==> src/rtl/fetch_queue.sv <==
// rtl/fetch_queue.sv - credit-limited instruction fetch with response FIFO and redirect flush
module fetch_queue #(
    parameter int ADDR_WIDTH = 32,
    parameter int DATA_WIDTH = 32,
    parameter int DEPTH = 4,
    parameter logic [ADDR_WIDTH-1:0] RESET_PC = 32'h8000_0000
) (
    input  logic                  clk,
    input  logic                  rst,
    output logic                  imem_req_valid,
    output logic [ADDR_WIDTH-1:0] imem_req_addr,
    input  logic                  imem_req_ready,
    input  logic                  imem_rsp_valid,
    input  logic [DATA_WIDTH-1:0] imem_rsp_data,
    input  logic                  redirect,
    input  logic [ADDR_WIDTH-1:0] redirect_pc,
    output logic                  out_valid,
    output logic [DATA_WIDTH-1:0] out_instr,
    output logic [ADDR_WIDTH-1:0] out_pc,
    output logic [ADDR_WIDTH-1:0] out_pcn,
    input  logic                  out_ready
);
    localparam int PTR_W = $clog2(DEPTH);
    localparam int CNT_W = PTR_W + 1;
    localparam logic [CNT_W:0] CREDIT_MAX = (CNT_W + 1)'(DEPTH);

    logic [ADDR_WIDTH-1:0] fetch_pc;
    logic [ADDR_WIDTH-1:0] resp_pc;
    logic [ADDR_WIDTH-1:0] target_pc;
    logic [DATA_WIDTH-1:0] mem_instr [DEPTH];
    logic [ADDR_WIDTH-1:0] mem_pc [DEPTH];
    logic [PTR_W-1:0]      rd_ptr;
    logic [PTR_W-1:0]      wr_ptr;
    logic [CNT_W-1:0]      count;
    logic [CNT_W-1:0]      outstanding;
    logic [CNT_W-1:0]      outstanding_next;
    logic [CNT_W-1:0]      drop;
    logic [CNT_W:0]        credit_used;
    logic                  accept;
    logic                  push;
    logic                  pop;
    logic                  unused_pc_bits;

    // Every in-flight request already owns a FIFO slot, so a kept response can always be pushed.
    assign credit_used    = {1'b0, count} + {1'b0, outstanding};
    assign imem_req_valid = !rst && !redirect && (credit_used < CREDIT_MAX);
    assign imem_req_addr  = fetch_pc;

    assign accept = imem_req_valid && imem_req_ready;
    assign push   = imem_rsp_valid && (drop == '0) && !redirect;
    assign pop    = out_valid && out_ready && !redirect;

    assign outstanding_next = outstanding + CNT_W'(accept) - CNT_W'(imem_rsp_valid);
    assign target_pc        = {redirect_pc[ADDR_WIDTH-1:2], 2'b00};
    assign unused_pc_bits   = ^redirect_pc[1:0];

    always_ff @(posedge clk) begin
        if (rst) begin
            fetch_pc    <= RESET_PC;
            resp_pc     <= RESET_PC;
            rd_ptr      <= '0;
            wr_ptr      <= '0;
            count       <= '0;
            outstanding <= '0;
            drop        <= '0;
        end else begin
            outstanding <= outstanding_next;
            if (redirect) begin
                // Everything still in flight after this cycle belongs to the old stream.
                fetch_pc <= target_pc;
                resp_pc  <= target_pc;
                wr_ptr   <= rd_ptr;
                count    <= '0;
                drop     <= outstanding_next;
            end else begin
                if (accept) begin
                    fetch_pc <= fetch_pc + ADDR_WIDTH'(4);
                end
                if (imem_rsp_valid && (drop != '0)) begin
                    drop <= drop - CNT_W'(1);
                end
                if (push) begin
                    wr_ptr  <= wr_ptr + PTR_W'(1);
                    resp_pc <= resp_pc + ADDR_WIDTH'(4);
                end
                if (pop) begin
                    rd_ptr <= rd_ptr + PTR_W'(1);
                end
                count <= count + CNT_W'(push) - CNT_W'(pop);
            end
        end
    end

    always_ff @(posedge clk) begin
        if (rst) begin
            for (int i = 0; i < DEPTH; i++) begin
                mem_instr[i] <= '0;
                mem_pc[i]    <= RESET_PC;
            end
        end else if (push) begin
            mem_instr[wr_ptr] <= imem_rsp_data;
            mem_pc[wr_ptr]    <= resp_pc;
        end
    end

    assign out_valid = (count != '0);
    assign out_instr = mem_instr[rd_ptr];
    assign out_pc    = mem_pc[rd_ptr];
    assign out_pcn   = out_pc + ADDR_WIDTH'(4);
endmodule

==> config.mk <==
export PLATFORM = sky130hd
export DESIGN_NAME = fetch_queue
export DESIGN_NICKNAME = d
export VERILOG_FILES = /design/src/rtl/fetch_queue.sv
export SDC_FILE = /design/constraint.sdc
export NUM_CORES = 1
export LEC_CHECK = 0
export BUFFER_PORTS_ARGS = -buffer_cell sky130_fd_sc_hd__buf_2
export CAP_MARGIN = 20
export CELL_PAD_IN_SITES_DETAIL_PLACEMENT = 0
export CELL_PAD_IN_SITES_GLOBAL_PLACEMENT = 2
export CORE_UTILIZATION = 43
export CTS_BUF_LIST = sky130_fd_sc_hd__clkbuf_8
export DETAILED_ROUTE_END_ITERATION = 6
export HOLD_SLACK_MARGIN = 0.08
export PLACE_DENSITY = 0.88
export SLEW_MARGIN = 0
export SYNTH_ARGS = -nofsm -noshare
export SYNTH_HDL_FRONTEND = slang
export SYNTH_SLANG_ARGS = --single-unit
==> constraint.sdc <==
create_clock -name clk -period 20.1 [get_ports clk]
set_clock_uncertainty 0.15 [all_clocks]
set_input_delay 3.015 -clock clk [delete_from_list [all_inputs] [get_ports clk]]
set_output_delay 3.015 -clock clk [all_outputs]
set_load 0.03 [all_outputs]
==> reports/qor.txt <==
Status - finished clean
Met2 Usage GRT - 33.5%
Sequential area share after synthesis - 59.5%
First drt pass iteration count - 5
Non-filler cells in the finished layout - 1945
Total buffers and inverters traversed by the critical path - 2
Clock network latency to the later pin of the worst-skew pair - 590 ps
Fillcell total - 3138
Fraction of layout cells with a size suffix above 1 - 24.0%
Flops & latches, synth - 323
Post-DP HPWL - 22100 um
Pre-CTS setup slack - 12820 ps
Internal power - 1.07 mW
Number of levels in the clock H-tree - 2
Path type of the worst min-delay path - reg2reg
Hold-fix buffer count after cts - 0
PD cells - 86.8 nW/um^2
Logic gate share of total power - 14.6%
TritonCTS clock tree - done
Number of buffers inserted by post-CTS setup repair - 0
Cell count after synthesis - 1264
Finish-stage setup viols - 0
Switching power total - 0.431 mW
Standard cell core area - 34500 sq um
Via total after detailed routing - 10500
Total congestion overflow - 0
Highest fanout seen on the critical path - 45
Wirelength per Cell - 18.9 um
Final critical path time including I/O delays and setup - 7400 ps
Sort of element at the start of the critical path - register
Top achievable clock speed - 135 MHz
Input/output buffers - 191
IR Drop Worst-Case VDD - 0.0412 mV
Antenna violation net count after detailed routing - 0
Clock tree sinks - 323
Final cycle utilization of the critical path - 36.8%
Setup repair after global routing missed its margin - no
Switching fraction of total power - 28.7%
Crit path setup slack, layout - 12700 ps
Grt met3 use - 2.93%
Horiz. Die Dim - 189 um
Maximum number of pins on one net before global-route repair - 64
Area growth from synthesis to layout - 15.1%
Nature of the critical path endpoint - output port
Leading cell types in the layout, fill and taps excluded - sky130_fd_sc_hd__edfxtp_1 (248), sky130_fd_sc_hd__nor2_1 (232), sky130_fd_sc_hd__buf_2 (191)
Main flop type after synthesis - sky130_fd_sc_hd__edfxtp_1
Clock transition at path regs - 60 ps
Yosys warns - 0
CP Cell Sequence - buf_4 > mux4_2 > nand3_1 > nor3_1 > nand4_1 > xnor2_1 > buf_2
# DRC - 0
Antenna diode count - 0
Worst slew pin tran - 993 ps
Number of clock buffers inserted by TritonCTS - 52
Dominant delay contributor by cell family on the critical path - simple AND/OR/NAND/NOR gates
Class of the most critical setup path - reg2out
Initial Utilization - 43.6%
CP arrival - 4230 ps
Deepest clock path buffer count - 3
Vias in the first global route - 10300
Dominant cell type by area after synthesis - sky130_fd_sc_hd__edfxtp_1
Critical path's largest stage delay - 810 ps
Overall track demand over capacity in global routing - 20.5%
Sequential cell fraction of total power - 52.1%
Final sum of negative setup slack - 0 ps
Fraction of the core area covered by cells at the end of the flow - 50.2%
Initial antenna violation count - 0
Finished Cell Area - 17300 sq um
Average instance area after synthesis - 11.9 sq um
Routing usage on met1 - 29.1%
Placement row count - 68
Data required time of the critical path - 16940 ps
Post-detailed-placement cell area - 16400 sq um
Post-synthesis async set-or-reset flop share - 0%
Floorplan die height - 189 um
LEAKAGE - 6.81 nW
RePlAce Congestion - 0.821
Distinct cell type count of the synthesized netlist - 65
Number of instances resized during post-cts repair - 0
Total Nets Final - 1536
Die outline area - 35700 sq um
CTS Root Cell - sky130_fd_sc_hd__clkbuf_8
Number of max-capacitance violations reported - 0
Layer with the highest usage - met2
Count of flip-flops with a built-in enable after synthesis - 248
Area share of the leading cell type in the synthesized netlist - 49.5%
Worst slew margin relative to its limit - 33.7%
Number of failing hold endpoints at the final stage - 0
Number of cells in the design after placement - 1853
Fin. max-slew vios - 0
Number of top-level pins - 200
Power share of the clock group - 33.3%
Routed vias/inst - 5.37
DRC violation total after the first TritonRoute iteration - 656
First-pass GRT wire length - 57200 um
Cell with the largest stage delay on the worst path - sky130_fd_sc_hd__buf_4
Total power draw - 1.50 mW
Netlist area before placement - 15000 sq um
Worst slack on hold paths - 373 ps
Most common cell after layout, fill and taps aside - sky130_fd_sc_hd__edfxtp_1
Most area-consuming cells after synthesis - sky130_fd_sc_hd__edfxtp_1 (50%), sky130_fd_sc_hd__dfxtp_1 (10%), sky130_fd_sc_hd__mux4_2 (9.3%)
Detailed Route WL - 36700 um
per-layer routing:
metal  vias up  part of all wire, %
met5         -                    0
met4         0                  1.4
met3        44                  6.7
met2       371                   47
met1      5128                   45
li1       4908                    -
worst paths after layout:
check	cells after the start	startpoint	to	slack, ps
max reg2reg	13	outstanding[1]$_SDFF_PP0_	drop[2]$_SDFFE_PP0P_	16280
min reg2reg	2	imem_req_addr[30]$_SDFFE_PP0P_	imem_req_addr[30]$_SDFFE_PP0P_	370
max	7	register	out_pcn[16]	12700
min	2	imem_req_addr[30]$_SDFFE_PP0P_	imem_req_addr[30]$_SDFFE_PP0P_	370
kinds of logic (layout without fill, tap and decap cells):
kind of cell	after synthesis	in the layout	share of synthesized area, %
buffers and inverters	161	382	4.46
other	1	6	0.0249
adders and majority gates	13	13	1.18
muxes	63	63	9.36
and+or+nand+nor	507	507	15.9
xor gates and xnor gates	67	67	3.90
AOI/OAI and AO/OA	129	129	5.61
DFF	323	323	59.5
cell usage after synthesis, types with 18 or more instances:
| library cell | count |
|---|---|
| sky130_fd_sc_hd__a21oi_1 | 30 |
| sky130_fd_sc_hd__o21ai_0 | 21 |
| sky130_fd_sc_hd__nand3_1 | 31 |
| sky130_fd_sc_hd__nand2_1 | 114 |
| sky130_fd_sc_hd__xor2_1 | 25 |
| sky130_fd_sc_hd__edfxtp_1 | 248 |
| sky130_fd_sc_hd__inv_1 | 82 |
| sky130_fd_sc_hd__xnor2_1 | 42 |
| sky130_fd_sc_hd__a31oi_1 | 18 |
| sky130_fd_sc_hd__nand4_1 | 26 |
| sky130_fd_sc_hd__dfxtp_1 | 75 |
| sky130_fd_sc_hd__nor2_1 | 232 |
| sky130_fd_sc_hd__clkbuf_1 | 56 |
| sky130_fd_sc_hd__mux4_2 | 62 |
power by group through the flow:
| stage | clock network [mW] | registers (mW) | logic, mW |
|---|---|---|---|
| after global placement | 0 | 0.795 | 0.219 |
| after detailed placement | 0 | 0.797 | 0.221 |
| after CTS | 0.515 | 0.783 | 0.221 |
| after floorplan | 0 | 0.801 | 0.148 |
| final | 0.501 | 0.783 | 0.219 |
| after global routing | 0.543 | 0.788 | 0.236 |
layout make-up:
class	count	area, sq um	area share [%]
Inverter	83	312	1.80
Clock buffer	52	716	4.14
Multi-Input combinational cell	785	5490	31.7
Clock inverter	39	189	1.09
Sequential cell	323	8950	51.7
Tap cell	455	569	3.29
Timing Repair Buffer	208	1080	6.25
flip-flops by register name, indices dropped and copies added (netlist names), named ones only:
name and cells:
imem_req_addr 30, wr_ptr 2, mem_pc 120, count 3, rd_ptr 2, mem_instr 128
resp_pc 30, outstanding 3, drop 3
worst register-to-register path: stages, from the launching register on:
cell and delay [ps]:
sky130_fd_sc_hd__dfxtp_1 400, sky130_fd_sc_hd__ha_1 250, sky130_fd_sc_hd__a311o_1 290, sky130_fd_sc_hd__nor4bb_2 280
sky130_fd_sc_hd__buf_4 310, sky130_fd_sc_hd__inv_1 480, sky130_fd_sc_hd__ha_1 470, sky130_fd_sc_hd__inv_1 60
sky130_fd_sc_hd__ha_1 130, sky130_fd_sc_hd__inv_1 40, sky130_fd_sc_hd__fa_1 380, sky130_fd_sc_hd__xor2_1 170
sky130_fd_sc_hd__xnor2_1 140, sky130_fd_sc_hd__a211oi_1 220
No activity file was read; power rests on OpenSTA's default activity.
